### src/rtl/vga_line_pattern_gen.sv
// Per-line RGB565 test-pattern writer for the VGA line buffer: N_BARS colour bars then black padding.
// Optional horizontal gradient for mode 3 when VGA_PAT_GRADIENT_EN is defined.
module vga_line_pattern_gen #(
  parameter int unsigned H_ACTIVE = 512,
  parameter int unsigned N_BARS   = 4,
  parameter int unsigned BAR_W    = 80,
  parameter int unsigned V_FILL   = 240,
  parameter int unsigned BAND_H   = 120,
  parameter int unsigned CNT_W    = 10
) (
  input  logic             clk,
  input  logic             rst_n,
  input  logic             i_tag_update,
  input  logic [CNT_W-1:0] i_tag_line,
  input  logic [1:0]       i_mode,
  output logic             o_en,
  output logic [15:0]      o_data,
  output logic             o_busy,
  output logic             o_line_done,
  output logic             o_overrun
);

  localparam int unsigned BAR_TOT = N_BARS * BAR_W;
  localparam int unsigned PAD_W   = H_ACTIVE - BAR_TOT;
  localparam int unsigned N_BND   = (V_FILL - 1) / BAND_H;

  typedef enum logic [1:0] {IDLE, BARS, PAD, DONE} state_t;

  state_t             state, state_d;
  logic               sync1, sync2, prev;
  logic [CNT_W-1:0]   line_s1, line_s2;
  logic [CNT_W-1:0]   x, x_d, sub, sub_d, pc, pc_d;
  logic [2:0]         j, j_d;
  logic [1:0]         mode_q, mode_d;
  logic               odd_q, odd_d, odd_c, req;
  logic               en_d, busy_d, done_d, ovr_d;
  logic [15:0]        data_d;

  function automatic logic [15:0] pal(input logic [2:0] p);
    case (p)
      3'd0:    return 16'hF800;
      3'd1:    return 16'h001F;
      3'd2:    return 16'hF81F;
      3'd3:    return 16'h07E0;
      3'd4:    return 16'hFFE0;
      3'd5:    return 16'h07FF;
      3'd6:    return 16'hFFFF;
      default: return 16'h8410;
    endcase
  endfunction

  function automatic logic [15:0] colour(input logic [2:0] jj, input logic [1:0] m, input logic odd);
    logic rev;
    rev = (m == 2'd1) || ((m == 2'd2) && odd);
    return pal(rev ? (3'(N_BARS - 1) - jj) : jj);
  endfunction

`ifdef VGA_PAT_GRADIENT_EN
  function automatic logic [15:0] grad(input logic [CNT_W-1:0] xx);
    logic [15:0] xe;
    xe = 16'(xx);
    return {xe[8:4], 6'd0, ~xe[8:4]};
  endfunction
`endif

  // Two-flop request/line synchroniser with rising-edge detect
  always_ff @(posedge clk or negedge rst_n) begin
    if (!rst_n) begin
      sync1   <= 1'b0;
      sync2   <= 1'b0;
      prev    <= 1'b0;
      line_s1 <= '0;
      line_s2 <= '0;
    end else begin
      sync1   <= i_tag_update;
      sync2   <= sync1;
      prev    <= sync2;
      line_s1 <= i_tag_line;
      line_s2 <= line_s1;
    end
  end

  assign req = sync2 & ~prev;

  // Band parity: count how many multiples of BAND_H the line has passed
  always_comb begin
    odd_c = 1'b0;
    for (int unsigned k = 1; k <= N_BND; k++) begin
      odd_c = odd_c ^ (32'(line_s2) >= k * BAND_H);
    end
  end

  always_ff @(posedge clk or negedge rst_n) begin
    if (!rst_n) begin
      state       <= IDLE;
      x           <= '0;
      sub         <= '0;
      pc          <= '0;
      j           <= '0;
      mode_q      <= '0;
      odd_q       <= 1'b0;
      o_en        <= 1'b0;
      o_data      <= '0;
      o_busy      <= 1'b0;
      o_line_done <= 1'b0;
      o_overrun   <= 1'b0;
    end else begin
      state       <= state_d;
      x           <= x_d;
      sub         <= sub_d;
      pc          <= pc_d;
      j           <= j_d;
      mode_q      <= mode_d;
      odd_q       <= odd_d;
      o_en        <= en_d;
      o_data      <= data_d;
      o_busy      <= busy_d;
      o_line_done <= done_d;
      o_overrun   <= ovr_d;
    end
  end

  // Next state and next registered outputs; the word computed here appears on o_data next edge
  always_comb begin
    state_d = state;
    x_d     = x;
    sub_d   = sub;
    pc_d    = pc;
    j_d     = j;
    mode_d  = mode_q;
    odd_d   = odd_q;
    en_d    = 1'b0;
    data_d  = '0;
    busy_d  = o_busy;
    done_d  = 1'b0;
    ovr_d   = 1'b0;
    case (state)
      IDLE: begin
        if (req && (32'(line_s2) < V_FILL)) begin
          state_d = BARS;
          x_d     = '0;
          sub_d   = '0;
          j_d     = '0;
          mode_d  = i_mode;
          odd_d   = odd_c;
          en_d    = 1'b1;
          busy_d  = 1'b1;
          data_d  = colour(3'd0, i_mode, odd_c);
`ifdef VGA_PAT_GRADIENT_EN
          if (i_mode == 2'd3) data_d = grad('0);
`endif
        end
      end
      BARS: begin
        ovr_d = req;
        if (x == CNT_W'(BAR_TOT - 1)) begin
          if (PAD_W == 0) begin
            state_d = DONE;
            busy_d  = 1'b0;
            done_d  = 1'b1;
          end else begin
            state_d = PAD;
            pc_d    = '0;
            en_d    = 1'b1;
          end
        end else begin
          x_d = x + CNT_W'(1);
          if (sub == CNT_W'(BAR_W - 1)) begin
            sub_d = '0;
            j_d   = j + 3'd1;
          end else begin
            sub_d = sub + CNT_W'(1);
          end
          en_d   = 1'b1;
          data_d = colour(j_d, mode_q, odd_q);
`ifdef VGA_PAT_GRADIENT_EN
          if (mode_q == 2'd3) data_d = grad(x_d);
`endif
        end
      end
      PAD: begin
        ovr_d = req;
        if (pc == CNT_W'(PAD_W - 1)) begin
          state_d = DONE;
          busy_d  = 1'b0;
          done_d  = 1'b1;
        end else begin
          pc_d = pc + CNT_W'(1);
          en_d = 1'b1;
        end
      end
      DONE: begin
        ovr_d   = req;
        state_d = IDLE;
      end
      default: state_d = IDLE;
    endcase
  end

endmodule

### config.mk
export PLATFORM = sky130hd
export DESIGN_NAME = vga_line_pattern_gen
export DESIGN_NICKNAME = d
export VERILOG_FILES = /design/src/rtl/vga_line_pattern_gen.sv
export SDC_FILE = /design/constraint.sdc
export NUM_CORES = 1
export LEC_CHECK = 0
export CAP_MARGIN = 20
export CORE_MARGIN = 2
export CORE_UTILIZATION = 60
export DETAILED_ROUTE_END_ITERATION = 8
export DONT_BUFFER_PORTS = 1
export PLACE_DENSITY = 0.74
export SLEW_MARGIN = 10
export SYNTH_ARGS = -nofsm -noshare
export SYNTH_HDL_FRONTEND = slang
export SYNTH_SLANG_ARGS = --single-unit
### constraint.sdc
create_clock -name clk -period 5.3 [get_ports clk]
set_input_delay 0.53 -clock clk [delete_from_list [all_inputs] [get_ports clk]]
set_output_delay 0.53 -clock clk [all_outputs]
set_load 0.02 [all_outputs]
==> summary.txt, run 1 <==
Floorplanning
  – Initial Utilization: 0.626
  – CORE AREA: 5140 um2
  – Die height: 77.2 um
  – Die W: 77.2 um
  – Die area: 5970 um2
  – Std cell rows: 26
  – I/O pins: 35

Place
  – Post-DP HPWL: 3900 um
  – RePlAce Congestion: 0.833
  – Input/output buffers: 0

Setup path
  – Crit-path max FO: 6
  – Crit-path slowest cell: nor4b_1
  – Crit path top cell by count: nand2_1
  – Critical Path AT: 3440 ps
  – Worst setup SP type: register
  – Critical-path cell list: nor4b_1, nand3_1, nand2_1, nand2_1, xnor2_1, inv_1, ha_1, nor3b_1, nand4_1, o311a_1, a211o_1, o211ai_1
  – Critical Path RT: 5570 ps
  – Crit-path max cell delay: 780 ps
  – Crit path kind: reg -> reg
  – Worst setup EP type: register

Yosys
  – Mapped cell area: 3220 um2
  – Top-area cell type share of the netlist area: 0.505
  – Most common cell in the synthesized netlist: dfrtp_1
  – Post-synth top cells: dfrtp_1 (65), o21ai_0 (24), nor2_1 (22), nand2_1 (20), nand3_1 (20)
  – Area leader, netlist: dfrtp_1
  – Synth warn: 0
  – Area contributors post-synth: dfrtp_1 (51%), ha_1 (3.9%), o21ai_0 (3.7%), nand3_1 (3.1%), xor2_1 (2.7%)
  – Post-synth ARST share: 1.00
  – Unique masters post-synth: 49
  – Seq/Total Area, Yosys: 0.505
  – Syn nets: 334
  – Post-synthesis area per instance: 10.4 um2
  – Number of synthesized flops with an enable pin: 0
  – Gate Count Post-Synth: 309
  – Number of synthesized register bits: 65
  – Synth Flop Type: dfrtp_1

Detailed routing
  – Drt wl/cell: 15.1 um
  – Drt pass-1 iters: 4
  – DRT iter0 DRCs: 144
  – Post-route DRC: 0
  – Via Count: 2241
  – Routed Antenna Nets: 0
  – Vias per cell: 5.90
  – Wirelength, routed: 5750 um

Finish
  – Layout cells sized above 1: 0.116
  – ANT cells: 0
  – Nets: 330
  – FILL cells: 419
  – Syn-to-layout area delta: 6.38%

Power
  – Switching pwr: 0.631 mW
  – Flop pwr share: 0.430
  – Power share of the combinational group: 0.303
  – Net Sw Frac: 0.386
  – Static Leakage: 1.50 nW
  – Cell Pwr Density: 478 nW/um2
  – Peak supply drop: 0.291 mV
  – Clock network power share: 0.267
  – Internal power: 1.01 mW
  – Pwr Total: 1.64 mW

GRT
  – Global-route wire length before repair: 10300 um
  – GRT Total Usage: 0.222
  – Initial antenna violation count: 0
  – Total grt overflow: 0
  – Number of global-route vias before repair: 2238
  – Pin count of the biggest net entering global routing: 66

Clock network
  – Worst-path clk slew: 80 ps
  – CTS Sinks: 65
  – H-tree lvl count: 3
  – Clock buffer depth: 2
  – Worst-Skew Late Latency: 350 ps
  – Cts bufs inserted: 9
  – TritonCTS clock tree: yes
  – Root Buffer: clkbuf_8

Timing
  – Final hold vios: 0
  – RSZ-0062 raised after global routing: false
  – Crit share post-route: 0.598
  – Worst Skew: 11.6 ps
  – Final setup viols: 0
  – Setup TNS: 0 ps
  – Worst slew pin tran: 897 ps
  – Peak Freq: 316 MHz
  – Rel. slew slack: 0.397
  – Slew Limit Fails: 0
  – Minimum clock period: 3170 ps

Min path
  – Min-Delay Path Class: in -> async

Status
  – Outcome: complete, no violations

Run
  – Max Cap Viol: 0
## final timing paths
| path | start | end | slack (ps) | depth (start not counted) |
|---|---|---|---|---|
| max reg2reg | sub[8] | o_data[15] | 2130 | 12 |
| max | sub[8] | o_data[15] | 2130 | 12 |
| min reg2reg | line_s1[5] | line_s2[5] | 350 | 0 |
| min | rst_n | sub[4] | 40 | 1 |
| min in group clk | i_tag_line[9] | line_s1[9] | 200 | 0 |
| max in group asynchronous | rst_n | x[3] | 4990 | 1 |
## registers in the layout, summed over array words and instances, names as in the netlist
| register | flops |
|---|---|
| pc | 10 |
| o_line_done | 1 |
| o_overrun | 1 |
| line_s2 | 7 |
| o_data | 6 |
| state | 2 |
| sync1 | 1 |
| line_s1 | 7 |
| sync2 | 1 |
| odd_q | 1 |
| mode_q | 2 |
| o_en | 1 |
| j | 3 |
| x | 10 |
| o_busy | 1 |
| sub | 10 |
| prev | 1 |
## logic make-up after synthesis
kind of cell    count (synthesis)  share of synthesized area
mux                            10                     0.0330
flops                          65                      0.505
simple gates                  124                      0.212
xor+xnor                       16                     0.0435
buf+inv                        28                     0.0509
compound gates                 56                      0.116
fa+ha+maj                      10                     0.0389
## cell usage in the layout, fill, tap and decap left out, types with 9 or more instances in the layout
cell type  instances
dfrtp_1           65
o21ai_0           24
nor2_1            22
nand3_1           20
nand2_1           20
inv_1             11
xor2_1            10
ha_1              10
nor3_1             9
o31ai_1            9
clkbuf_8           9
## power by group through the flow
stage / Sequential, mW / Combinational, mW / Clock, mW
6_report: 0.703 / 0.496 / 0.438
5_1_grt: 0.719 / 0.567 / 0.471
4_1_cts: 0.702 / 0.500 / 0.448
3_5_place_dp: 0.711 / 0.484 / 0
3_3_place_gp: 0.708 / 0.470 / 0
2_1_floorplan: 0.668 / 0.461 / 0
## layout make-up
class	instances	area (um2)	area share
flip-flops and latches	65	1630	0.475
multi-input cells	216	1430	0.417
clock buffers	9	124	0.0362
well taps	70	87.6	0.0256
clock inverters	7	81.3	0.0238
inverters	11	41.3	0.0121
repair buffers	2	35.0	0.0102
## through the flow
stage	util	hold WS, ps	instance area [um2]	instances	setup slack, ps
after global routing	0.666	53.3	3420	380	1920
final	0.666	41.4	3420	380	2130
after floorplan	-	234	3220	309	2600
after CTS	0.666	49.8	3420	380	2160
after global placement	0.621	236	3190	363	2280
after detailed placement	0.621	237	3190	363	2190
## worst max-delay path: cells and delay by family (launching register included)
kind | cells | cell delay, ps
DFF | 1 | 440
xor gates and xnor gates | 1 | 190
and+or+nand+nor | 6 | 1580
buffers and inverters | 1 | 70
adders and majority gates | 1 | 240
AOI/OAI and AO/OA | 3 | 580
## routing by layer
metal,routed length (um),track usage,vias up,share of wire
li1,-,-,1098,-
met1,2710,0.303,1089,0.47
met2,2650,0.329,44,0.46
met3,317,0.0835,10,0.055
met4,72,0.0732,0,0.013
met5,0,0,-,0
## repair_timing
item | 4_1_cts | 5_1_grt
setup buffers | 0 | 0
gates resized for setup | 0 | 0
setup endpoints to repair | 0 | 0
hold buffers | 1 | 0
hold endpoints to repair | 65 | 0
No activity file was read; power rests on OpenSTA's default activity.
==> run 2, diff against run 1 <==
==> constraint.sdc (replaced) <==
create_clock -name clk -period 3.3 [get_ports clk]
set_input_delay 0.33 -clock clk [delete_from_list [all_inputs] [get_ports clk]]
set_output_delay 0.33 -clock clk [all_outputs]
set_load 0.02 [all_outputs]
==> summary.txt, run 2 (same netlist as run 1, synthesis figures left out) <==
Status
  – Outcome: complete, no violations

GRT
  – Global-route wire length before repair: 10700 um (+3.4%)
  – Number of global-route vias before repair: 2241 (+0.13%)
  – Total grt overflow: 0 (unchanged)
  – GRT Total Usage: 0.230 (+0.00809)
  – Initial antenna violation count: 0 (unchanged)
  – Met3 GRT Util: 0.0624 (-0.0212)
  – GRT Max-Usage Layer: met2
  – Met2 usage: 0.333 (+0.00435)
  – Pin count of the biggest net entering global routing: 66 (unchanged)
  – GRT met1 Usage: 0.322 (+0.0184)

Finish
  – Fin area: 3540 um2 (+3.4%)
  – Core Util, Final: 0.688 (+0.0224)
  – ANT cells: 0 (unchanged)
  – Syn-to-layout area delta: 9.95%
  – Biggest regs: pc: 10 flops, sub: 10 flops, x: 10 flops
  – Most frequent cells in the layout: dfrtp_1 (65), o21ai_0 (24), nor2_1 (22), nand3_1 (20), nand2_1 (20)
  – Layout cells sized above 1: 0.121 (+0.00499)
  – Nets: 342 (+3.6%)
  – Commonest non-fill, non-tap cell in the layout: dfrtp_1

Clock network
  – Root Buffer: clkbuf_8
  – Worst-path clk slew: 80 ps (about the same)
  – Cts bufs inserted: 9 (unchanged)
  – Hold Buf Count CTS: 10 (+9)
  – Resize count post-CTS: 0 (unchanged)
  – CTS Sinks: 65 (unchanged)
  – H-tree lvl count: 3 (unchanged)
  – Clock buffer depth: 2 (unchanged)
  – TritonCTS clock tree: yes
  – Setup Buffers After CTS: 0 (unchanged)
  – Worst-Skew Late Latency: 360 ps (about the same)

Timing
  – Worst slew pin tran: 871 ps (-26.4 ps)
  – Setup TNS: 0 ps (unchanged)
  – Final setup viols: 0 (unchanged)
  – Final hold vios: 0 (unchanged)
  – Hold_ws: 127 ps (+86.0 ps)
  – Slew Limit Fails: 0 (unchanged)
  – Worst Skew: 15.6 ps (+3.96 ps)
  – Minimum clock period: 2840 ps (-329 ps)
  – RSZ-0062 raised after global routing: false
  – Peak Freq: 352 MHz (+12%)
  – Crit share post-route: 0.861 (+0.263)
  – Rel. slew slack: 0.420 (+0.0226)

Floorplanning
  – I/O pins: 35 (unchanged)
  – Die W: 77.2 um (unchanged)
  – Std cell rows: 26 (unchanged)
  – Die area: 5970 um2 (unchanged)
  – Die height: 77.2 um (unchanged)
  – CORE AREA: 5140 um2 (unchanged)
  – Initial Utilization: 0.626 (unchanged)

Setup path
  – Critical-path cell list: ha_1, and3_1, nand3_1, nand2_1, nand2_1, xnor2_1, inv_1, ha_1, nor3b_1, nand4_1, o311a_1, a211o_1, o211ai_1
  – FF-to-FF Start: sub[0]
  – Crit-path slowest cell: dfrtp_1
  – Critical Path RT: 3570 ps (-2000 ps)
  – Crit-path max FO: 6 (unchanged)
  – Worst setup SP type: register
  – Worst setup EP type: register
  – Worst setup path startpoint: sub[0]
  – Crit path kind: reg -> reg
  – Crit-path max cell delay: 380 ps (-400 ps)
  – Critical Path AT: 3110 ps (-330 ps)

Power
  – Clock network power share: 0.268 (about the same)
  – Internal power: 1.63 mW (+62%)
  – Peak supply drop: 0.560 mV (+92%)
  – Power share of the combinational group: 0.308 (+0.005)
  – Flop pwr share: 0.423 (-0.007)
  – Switching pwr: 1.04 mW (+65%)
  – Static Leakage: 1.56 nW (+3.6%)
  – Net Sw Frac: 0.390 (+0.00414)
  – Cell Pwr Density: 755 nW/um2 (+58%)

Detailed routing
  – Drt wl/cell: 15.7 um (+3.8%)
  – Drt pass-1 iters: 5 (+1)
  – Routed Antenna Nets: 0 (unchanged)
  – Wirelength, routed: 6160 um (+7.1%)
  – DRT iter0 DRCs: 166 (+15%)
  – Post-route DRC: 0 (unchanged)
  – Via Count: 2367 (+5.6%)
  – Vias per cell: 6.04 (+2.4%)

Place
  – Input/output buffers: 0 (unchanged)
  – Placed cell area: 3210 um2 (+0.71%)
  – Post-DP HPWL: 3980 um (+2.1%)
  – RePlAce Congestion: 0.794 (-4.6%)

Run
  – Max Cap Viol: 0 (unchanged)

Min path
  – Critical hold path startpoint: i_mode[0]
  – Min-Delay Path Class: in -> reg
## run 2: cell count changes in the layout (fill, tap and decap cells not counted)
cell	previous run	this run
buf_4	1	4
clkinv_4	0	1
dlygate4sd3_1	0	9
inv_6	5	3
inv_8	0	1
## run 2: final timing paths
kind,end,slack [ps],cells past startpoint
setup / recovery,o_data[15],460,13
hold / removal,mode_q[0],130,1
setup reg to reg,o_data[15],460,13
hold reg to reg,line_s2[6],350,0
max in group asynchronous,pc[2],2500,2
min in group asynchronous,pc[8],530,2
## run 2: power groups by stage
stage | logic, mW | registers, mW | clock network, mW
3_3_place_gp | 0.766 | 1.14 | 0
6_report | 0.823 | 1.13 | 0.716
4_1_cts | 0.822 | 1.13 | 0.731
3_5_place_dp | 0.789 | 1.14 | 0
2_1_floorplan | 0.740 | 1.07 | 0
5_1_grt | 0.935 | 1.15 | 0.770
## run 2: layer usage
metal  routed length [um]  vias to the layer above  share of wire
met4                  132                        0          0.021
met2                 2750                       72           0.45
met5                    0                        -              0
li1                     -                     1130              -
met1                 2910                     1152           0.47
met3                  363                       13          0.059
## run 2: area by class of cell
| cell class | instances | area [um2] |
|---|---|---|
| Timing Repair Buffer | 14 | 148 |
| Clock buffer | 9 | 124 |
| Clock inverter | 7 | 83.8 |
| Multi-Input combinational cell | 216 | 1430 |
| Fill cell | 415 | 1600 |
| Tap cell | 70 | 87.6 |
| Inverter | 11 | 41.3 |
| Sequential cell | 65 | 1630 |
## run 2: per-stage QoR
step | setup WS [ps] | instances | power [mW]
after global placement | 606 | 366 | 1.90
after global routing | 249 | 392 | 2.86
after detailed placement | 544 | 366 | 1.93
final | 459 | 392 | 2.67
after CTS | 510 | 392 | 2.68
after floorplan | 596 | 309 | 1.81
## run 2: worst max-delay path: cells and delay by family (launching register included)
kind	cells	cell delay, ps
compound gates	3	560
xor+xnor	1	200
fa+ha+maj	2	510
buf+inv	1	70
flops	1	380
simple gates	6	1030
